### src/rtl/fir_mac_csr_if.sv
// rtl/fir_mac_csr_if.sv - Register bus bundle for the FIR MAC accelerator
interface fir_mac_csr_if;
    logic        chipselect;
    logic        write;
    logic        read;
    logic [4:0]  address;
    logic [31:0] writedata;
    logic [31:0] readdata;
    logic        irq;

    modport master (
        output chipselect, write, read, address, writedata,
        input  readdata, irq
    );

    modport slave (
        input  chipselect, write, read, address, writedata,
        output readdata, irq
    );
endinterface

### src/rtl/fir_mac_csr.sv
// rtl/fir_mac_csr.sv - Memory-mapped FIR filter with programmable taps and a time-multiplexed MAC
module fir_mac_csr #(
    parameter int DATA_W = 8,
    parameter int COEF_W = 8,
    parameter int TAPS   = 8,
    parameter int ACC_W  = DATA_W + COEF_W + $clog2(TAPS)
) (
    input  logic         clk,
    input  logic         rst,
    fir_mac_csr_if.slave bus
);
    localparam int IDX_W = $clog2(TAPS);
    localparam logic [IDX_W-1:0] LAST_IDX = IDX_W'(TAPS - 1);

    typedef enum logic [1:0] {IDLE, MAC, DONE} state_t;

    state_t            state;
    logic [DATA_W-1:0] x    [TAPS];
    logic [COEF_W-1:0] coef [TAPS];
    logic [ACC_W-1:0]  acc;
    logic [IDX_W-1:0]  idx;
    logic              enable, sgn, irq_en, valid, overrun;
    logic [31:0]       result;

    logic              wr, rd, busy;
    logic              wr_ctrl, wr_status, wr_sample, rd_result;
    logic              valid_n, irq_en_n, overrun_n;
    logic [DATA_W-1:0] x_sel;
    logic [COEF_W-1:0] c_sel;
    logic [ACC_W-1:0]  x_ext, c_ext, prod;
    logic [31:0]       acc_ext, rdata;
    logic              unused_wdata;

    assign wr        = bus.chipselect & bus.write;
    assign rd        = bus.chipselect & bus.read;
    assign busy      = (state != IDLE);
    assign wr_ctrl   = wr && (bus.address == 5'd0);
    assign wr_status = wr && (bus.address == 5'd1);
    assign wr_sample = wr && (bus.address == 5'd2);
    assign rd_result = rd && (bus.address == 5'd3);
    assign unused_wdata = &{1'b0, bus.writedata};

    // Operands are widened to ACC_W before multiplying so the truncated
    // product is exact in both two's-complement and unsigned modes.
    assign x_sel   = x[idx];
    assign c_sel   = coef[idx];
    assign x_ext   = sgn ? ACC_W'($signed(x_sel)) : ACC_W'(x_sel);
    assign c_ext   = sgn ? ACC_W'($signed(c_sel)) : ACC_W'(c_sel);
    assign prod    = x_ext * c_ext;
    assign acc_ext = sgn ? 32'($signed(acc)) : 32'(acc);

    // A completion landing on the same edge as a RESULT read wins.
    assign valid_n   = (state == DONE) ? 1'b1 : (rd_result ? 1'b0 : valid);
    assign irq_en_n  = wr_ctrl ? bus.writedata[3] : irq_en;
    assign overrun_n = (wr_sample && enable && busy) ? 1'b1 :
                       ((wr_status && bus.writedata[2]) ? 1'b0 : overrun);

    always_comb begin
        rdata = '0;
        case (bus.address)
            5'd0: rdata = {28'd0, irq_en, 1'b0, sgn, enable};
            5'd1: rdata = {29'd0, overrun, valid, busy};
            5'd3: rdata = result;
            5'd4: rdata = {8'd0, 8'(ACC_W), 8'(COEF_W), 8'(TAPS)};
            default: begin
                for (int i = 0; i < TAPS; i++) begin
                    if (bus.address == 5'(16 + i)) rdata = 32'(coef[i]);
                end
            end
        endcase
    end

    always_ff @(posedge clk or posedge rst) begin
        if (rst) begin
            state        <= IDLE;
            acc          <= '0;
            idx          <= '0;
            enable       <= 1'b0;
            sgn          <= 1'b0;
            irq_en       <= 1'b0;
            valid        <= 1'b0;
            overrun      <= 1'b0;
            result       <= '0;
            bus.readdata <= '0;
            bus.irq      <= 1'b0;
            for (int i = 0; i < TAPS; i++) begin
                x[i]    <= '0;
                coef[i] <= '0;
            end
        end else begin
            valid   <= valid_n;
            overrun <= overrun_n;
            irq_en  <= irq_en_n;
            bus.irq <= valid_n & irq_en_n;

            if (rd) bus.readdata <= rdata;

            if (wr_ctrl) begin
                enable <= bus.writedata[0];
                if (!busy) sgn <= bus.writedata[1];
            end

            if (wr && !busy) begin
                for (int i = 0; i < TAPS; i++) begin
                    if (bus.address == 5'(16 + i)) coef[i] <= bus.writedata[COEF_W-1:0];
                end
            end

            case (state)
                IDLE: begin
                    if (wr_sample && enable) begin
                        for (int i = TAPS - 1; i > 0; i--) x[i] <= x[i-1];
                        x[0]  <= bus.writedata[DATA_W-1:0];
                        acc   <= '0;
                        idx   <= '0;
                        state <= MAC;
                    end else if (wr_ctrl && bus.writedata[2]) begin
                        for (int i = 0; i < TAPS; i++) x[i] <= '0;
                    end
                end
                MAC: begin
                    acc <= acc + prod;
                    if (idx == LAST_IDX) begin
                        idx   <= '0;
                        state <= DONE;
                    end else begin
                        idx <= idx + IDX_W'(1);
                    end
                end
                DONE: begin
                    result <= acc_ext;
                    state  <= IDLE;
                end
                default: state <= IDLE;
            endcase
        end
    end
endmodule
### src/flat_wrapper.sv
// flat-port wrapper written by rule: the top's interface ports become plain ports
module fir_mac_csr_flat 
#(
    parameter int DATA_W = 8,
    parameter int COEF_W = 8,
    parameter int TAPS   = 8,
    parameter int ACC_W  = DATA_W + COEF_W + $clog2(TAPS)
)
  (clk, rst, bus_chipselect, bus_write, bus_read, bus_address, bus_writedata, bus_readdata, bus_irq);
  fir_mac_csr_if bus_i ();
  input  logic clk;
  input  logic rst;
  input wire logic [$bits(bus_i.chipselect)-1:0] bus_chipselect;
  input wire logic [$bits(bus_i.write)-1:0] bus_write;
  input wire logic [$bits(bus_i.read)-1:0] bus_read;
  input wire logic [$bits(bus_i.address)-1:0] bus_address;
  input wire logic [$bits(bus_i.writedata)-1:0] bus_writedata;
  output wire logic [$bits(bus_i.readdata)-1:0] bus_readdata;
  output wire logic [$bits(bus_i.irq)-1:0] bus_irq;
  assign bus_i.chipselect = bus_chipselect;
  assign bus_i.write = bus_write;
  assign bus_i.read = bus_read;
  assign bus_i.address = bus_address;
  assign bus_i.writedata = bus_writedata;
  assign bus_readdata = bus_i.readdata;
  assign bus_irq = bus_i.irq;
  fir_mac_csr #(.DATA_W(DATA_W), .COEF_W(COEF_W), .TAPS(TAPS), .ACC_W(ACC_W)) u_core (.clk(clk), .rst(rst), .bus(bus_i));
endmodule
### config.mk
export PLATFORM = sky130hd
export DESIGN_NAME = fir_mac_csr_flat
export DESIGN_NICKNAME = d
export VERILOG_FILES = /design/src/rtl/fir_mac_csr_if.sv /design/src/rtl/fir_mac_csr.sv /design/src/flat_wrapper.sv
export SDC_FILE = /design/constraint.sdc
export NUM_CORES = 1
export LEC_CHECK = 0
export BUFFER_PORTS_ARGS = -buffer_cell sky130_fd_sc_hd__buf_2
export CORE_MARGIN = 3
export CORE_UTILIZATION = 60
export CTS_CLUSTER_DIAMETER = 200
export DETAILED_ROUTE_END_ITERATION = 6
export GPL_ROUTABILITY_DRIVEN = 0
export PLACE_DENSITY = 0.79
export SETUP_SLACK_MARGIN = 0.4
export SYNTH_ARGS = -nofsm -noshare
export SYNTH_HDL_FRONTEND = slang
export SYNTH_SLANG_ARGS = --single-unit
export TNS_END_PERCENT = 1
### constraint.sdc
create_clock -name clk -period 11.5 [get_ports clk]
set_input_delay 1.15 -clock clk [delete_from_list [all_inputs] [get_ports clk]]
set_output_delay 1.15 -clock clk [all_outputs]
set_load 0.01 [all_outputs]
==> impl_metrics.xml <==
<?xml version="1.0" encoding="UTF-8"?>
<metrics>
  <group name="outcome">
    <metric name="status" unit="">complete, no violations</metric>
  </group>
  <group name="clock_tree">
    <metric name="postCtsSetupBuffers" unit="">0</metric>
    <metric name="cts_buffer_depth" unit="">2</metric>
    <metric name="cts_resized" unit="">0</metric>
    <metric name="cts_tree" unit="">done</metric>
    <metric name="clock_tree.htree_level_count" unit="">4</metric>
    <metric name="clock-root-buffer" unit="">clkbuf_16</metric>
    <metric name="numCtsBuffers" unit="">17</metric>
    <metric name="cts_hold_repair.buffers" unit="">0</metric>
    <metric name="clk_pin_slew" unit="ns">0.08</metric>
    <metric name="clkLatencyLatePin" unit="ns">0.45</metric>
    <metric name="cts.sink_count" unit="">199</metric>
  </group>
  <group name="drt">
    <metric name="drt_first_iter_violations" unit="">763</metric>
    <metric name="drt-wirelength-per-cell" unit="µm">19.2</metric>
    <metric name="drtAntennaViolNets" unit="">0</metric>
    <metric name="wirelength" unit="µm">31000</metric>
    <metric name="dr_total_vias" unit="">9536</metric>
    <metric name="dr.pass1.iters" unit="">5</metric>
    <metric name="drc" unit="">0</metric>
    <metric name="detail_route.vias_per_cell" unit="">5.91</metric>
  </group>
  <group name="worst_setup_path">
    <metric name="cp_data_arrival_time" unit="ns">8.27</metric>
    <metric name="r2r_cells" unit="">24</metric>
    <metric name="end_kind" unit="">register</metric>
    <metric name="timing.rr.start" unit="">u_core.idx[0]</metric>
    <metric name="startpoint_type" unit="">register</metric>
    <metric name="worstSetupPathType" unit="">register to register</metric>
    <metric name="worstPathMaxFanout" unit="">33</metric>
    <metric name="timing.critical_path.required" unit="ns">11.80</metric>
    <metric name="r2r_setup_slack" unit="ns">3.53</metric>
    <metric name="reg2reg_to" unit="">u_core.acc[18]</metric>
  </group>
  <group name="timing">
    <metric name="whs" unit="ns">0.461</metric>
    <metric name="timing_max_transition_violations_final" unit="">0</metric>
    <metric name="maximum_clock_rate" unit="MHz">125</metric>
    <metric name="period_minus_slack" unit="ns">7.97</metric>
    <metric name="fin_tns_setup" unit="ns">0</metric>
    <metric name="timing_hold_violations_final" unit="">0</metric>
    <metric name="grt_setup_unrepaired" unit="">false</metric>
    <metric name="tightestPinTransition" unit="ns">1.17</metric>
    <metric name="slew_headroom" unit="%">21.8</metric>
    <metric name="setup_violations" unit="">0</metric>
    <metric name="post-route-period-util" unit="%">69.3</metric>
    <metric name="skew" unit="ns">0.0162</metric>
  </group>
  <group name="yosys">
    <metric name="synthArstFlopShare" unit="%">100</metric>
    <metric name="postSynthNetCount" unit="">1500</metric>
    <metric name="yosys.cell_types.count" unit="">63</metric>
    <metric name="synthesis.yosys.warnings" unit="">0</metric>
    <metric name="postSynth.topFlopCell" unit="">dfrtp_1</metric>
    <metric name="synth_cells" unit="">1271</metric>
    <metric name="syn_std_cell_area" unit="mm²">0.0142</metric>
    <metric name="synth_seq_area_share" unit="%">35.0</metric>
    <metric name="synth_enable_flop_cells" unit="">0</metric>
    <metric name="syn_avg_cell_area" unit="µm²">11.2</metric>
    <metric name="ys_ff_latch" unit="">199</metric>
  </group>
  <group name="pwr">
    <metric name="vdd.ir_drop.worst" unit="mV">0.103</metric>
    <metric name="total_switching_power" unit="mW">0.651</metric>
    <metric name="power_leakage" unit="nW">7.68</metric>
    <metric name="powerDensity" unit="mW/mm²">127</metric>
    <metric name="power_switching_share" unit="%">33.5</metric>
    <metric name="seqPwrFrac" unit="%">42.6</metric>
    <metric name="pwr-share-comb" unit="%">24.4</metric>
    <metric name="clockPowerShare" unit="%">33.0</metric>
    <metric name="internal" unit="mW">1.29</metric>
  </group>
  <group name="grt">
    <metric name="grt_antenna_before_repair" unit="">0</metric>
    <metric name="grt_max_degree" unit="">123</metric>
    <metric name="overflow" unit="">0</metric>
    <metric name="grtUsageTotal" unit="%">25.3</metric>
    <metric name="number_of_global_route_vias_before_repair" unit="">10100</metric>
    <metric name="grt_pass1_wl" unit="µm">51900</metric>
  </group>
  <group name="worst_hold_path">
    <metric name="number_of_stages_on_the_worst_hold_path" unit="">2</metric>
    <metric name="min-delay-path-class" unit="">register to register</metric>
    <metric name="start_point_of_the_worst_hold_path" unit="">u_core.bus.readdata[9]</metric>
    <metric name="sink_of_the_worst_hold_path" unit="">u_core.bus.readdata[9]</metric>
  </group>
  <group name="floorplanning">
    <metric name="die_h" unit="µm">160</metric>
    <metric name="initial_core_util" unit="%">61.9</metric>
    <metric name="die_width" unit="µm">160</metric>
    <metric name="placement_rows" unit="">55</metric>
    <metric name="pin_count" unit="">75</metric>
    <metric name="floorplan.core_area" unit="mm²">0.0230</metric>
    <metric name="die_area" unit="mm²">0.0256</metric>
  </group>
  <group name="layout">
    <metric name="layout.core_utilization" unit="%">66.6</metric>
    <metric name="final_layout_size_suffix_gt1_share" unit="%">19.8</metric>
    <metric name="n_antenna_cell" unit="">0</metric>
    <metric name="stdcell_count" unit="">1613</metric>
    <metric name="nNetsFinal" unit="">1516</metric>
    <metric name="syn_to_final_growth" unit="%">7.52</metric>
  </group>
  <group name="placement">
    <metric name="place_inst" unit="">1581</metric>
    <metric name="detailedPlacementHpwl" unit="µm">21900</metric>
    <metric name="port_buffers" unit="">50</metric>
  </group>
  <group name="run">
    <metric name="drv_cap" unit="">0</metric>
  </group>
</metrics>
logic make-up (layout without fill, tap and decap cells):
logic type | count (synthesis) | in the layout | synth area share, %
fa+ha+maj | 188 | 188 | 22.3
buf+inv | 254 | 283 | 7.29
xor+xnor | 43 | 43 | 2.79
compound gates | 162 | 162 | 8.39
flops | 199 | 199 | 35.0
mux | 147 | 147 | 14.8
simple gates | 278 | 278 | 9.44
through the flow:
stage | cell area (µm²) | setup WS [ns] | power [mW]
finish | 15300 | 3.53 | 1.94
floorplan | 14200 | 4.26 | 1.19
CTS | 15300 | 3.48 | 1.95
global route | 15300 | 2.97 | 2.04
detailed placement | 14700 | 3.49 | 1.31
global placement | 14700 | 3.68 | 1.29
final cells by class:
class / count / area, µm²
multi-input cells: 818 / 8240
fillers: 1717 / 7670
flip-flops and latches: 199 / 4980
inverters: 187 / 709
clock buffers: 18 / 439
well taps: 313 / 392
repair buffers: 64 / 355
clock inverters: 14 / 198
critical path, cell delays in order, from the launching register on:
cell and delay, ns:
dfrtp_2 0.35, buf_4 0.53, mux4_2 0.59, mux2_2 0.39, and2_1 0.28, nand2_1 0.22, inv_1 0.10, fa_1 0.65
inv_1 0.09, fa_1 0.50, fa_1 0.67, inv_1 0.10, fa_1 0.48, fa_1 0.44, inv_1 0.09, fa_1 0.43
fa_1 0.38, xor2_1 0.19, xnor2_1 0.14, xnor3_1 0.41, xnor2_1 0.23, xnor2_2 0.16, xnor2_1 0.16, xnor2_1 0.15
o21ai_1 0.07
power by group through the flow:
stage | registers [mW] | clock network (mW) | logic, mW
global placement | 0.834 | 0 | 0.455
floorplan | 0.815 | 0 | 0.376
CTS | 0.826 | 0.647 | 0.476
finish | 0.827 | 0.640 | 0.475
detailed placement | 0.839 | 0 | 0.472
global route | 0.835 | 0.676 | 0.531
placed cells by master (no fill, tap or decap), drive strengths merged, types with 3 or more instances in the layout:
cell	netlist	final
dfrtp	199	199
inv	187	193
fa	110	110
nand2	103	103
mux2	93	93
ha	77	77
buf	35	64
nor2	57	57
a22o	56	56
o21ai	41	41
mux4	40	40
nand2b	34	34
xnor2	31	31
nand3	21	21
clkbuf	32	18
mux2i	14	14
a21oi	13	13
or2	13	13
xor2	11	11
a22oi	11	11
nor3	11	11
nor2b	10	10
and3	9	9
clkinv	0	7
a31oi	6	6
nor3b	6	6
and2	6	6
a21o	5	5
a221o	4	4
nand3b	3	3
a221oi	3	3
a222oi	3	3
a211oi	3	3
o31ai	3	3
a311oi	3	3
cells in the mapped netlist (3+ instances only):
library cell,count,area share [%]
a211oi_1,3,0.16
a21o_1,5,0.26
a21oi_1,13,0.46
a221o_1,4,0.28
a221oi_1,3,0.18
a222oi_1,3,0.21
a22o_1,56,3.4
a22oi_1,11,0.58
a31oi_1,6,0.26
and2_1,6,0.26
and3_1,9,0.40
buf_1,6,0.16
buf_2,14,0.49
buf_4,12,0.63
buf_6,3,0.24
clkbuf_1,32,0.84
dfrtp_1,199,35
fa_1,110,15
ha_1,77,6.8
inv_1,186,4.9
mux2_2,93,7.4
mux2i_1,11,0.77
mux4_2,40,6.3
nand2_1,103,2.7
nand2b_1,32,1.4
nand3_1,21,0.74
nand3b_1,3,0.16
nor2_1,56,1.5
nor2b_1,10,0.44
nor3_1,9,0.32
nor3b_1,5,0.26
o21ai_0,27,0.95
o21ai_1,14,0.49
or2_1,4,0.18
or2_2,9,0.40
xnor2_1,30,1.8
xor2_1,11,0.68
how the worst max path moves through the flow:
stage	from	end	cells past startpoint
2_1_floorplan	u_core.idx[0]	u_core.acc[17]	29
3_3_place_gp	u_core.idx[0]	u_core.acc[18]	24
3_5_place_dp	u_core.idx[0]	u_core.acc[18]	24
4_1_cts	u_core.idx[0]	u_core.acc[18]	24
5_1_grt	u_core.idx[0]	u_core.acc[18]	25
6_report	u_core.idx[0]	u_core.acc[18]	24
routing by layer:
metal | global-route usage (%) | wire length (µm) | vias to the layer above
met3 | 5.11 | 1740 | 59
met5 | 0 | 0 | -
met4 | 9.39 | 943 | 0
met2 | 41.3 | 15200 | 290
met1 | 33.8 | 13100 | 4896
li1 | - | - | 4291
state kept, by name, indices dropped and copies added, names as in the netlist:
| register | count |
|---|---|
| u_core.state | 2 |
| u_core.coef | 64 |
| u_core.bus.readdata | 21 |
| u_core.overrun | 1 |
| u_core.idx | 3 |
| u_core.bus.irq | 1 |
| u_core.sgn | 1 |
| u_core.valid | 1 |
| u_core.irq_en | 1 |
| u_core.enable | 1 |
| u_core.result | 20 |
| u_core.acc | 19 |
| u_core.x | 64 |
No activity file was read; power rests on OpenSTA's default activity.
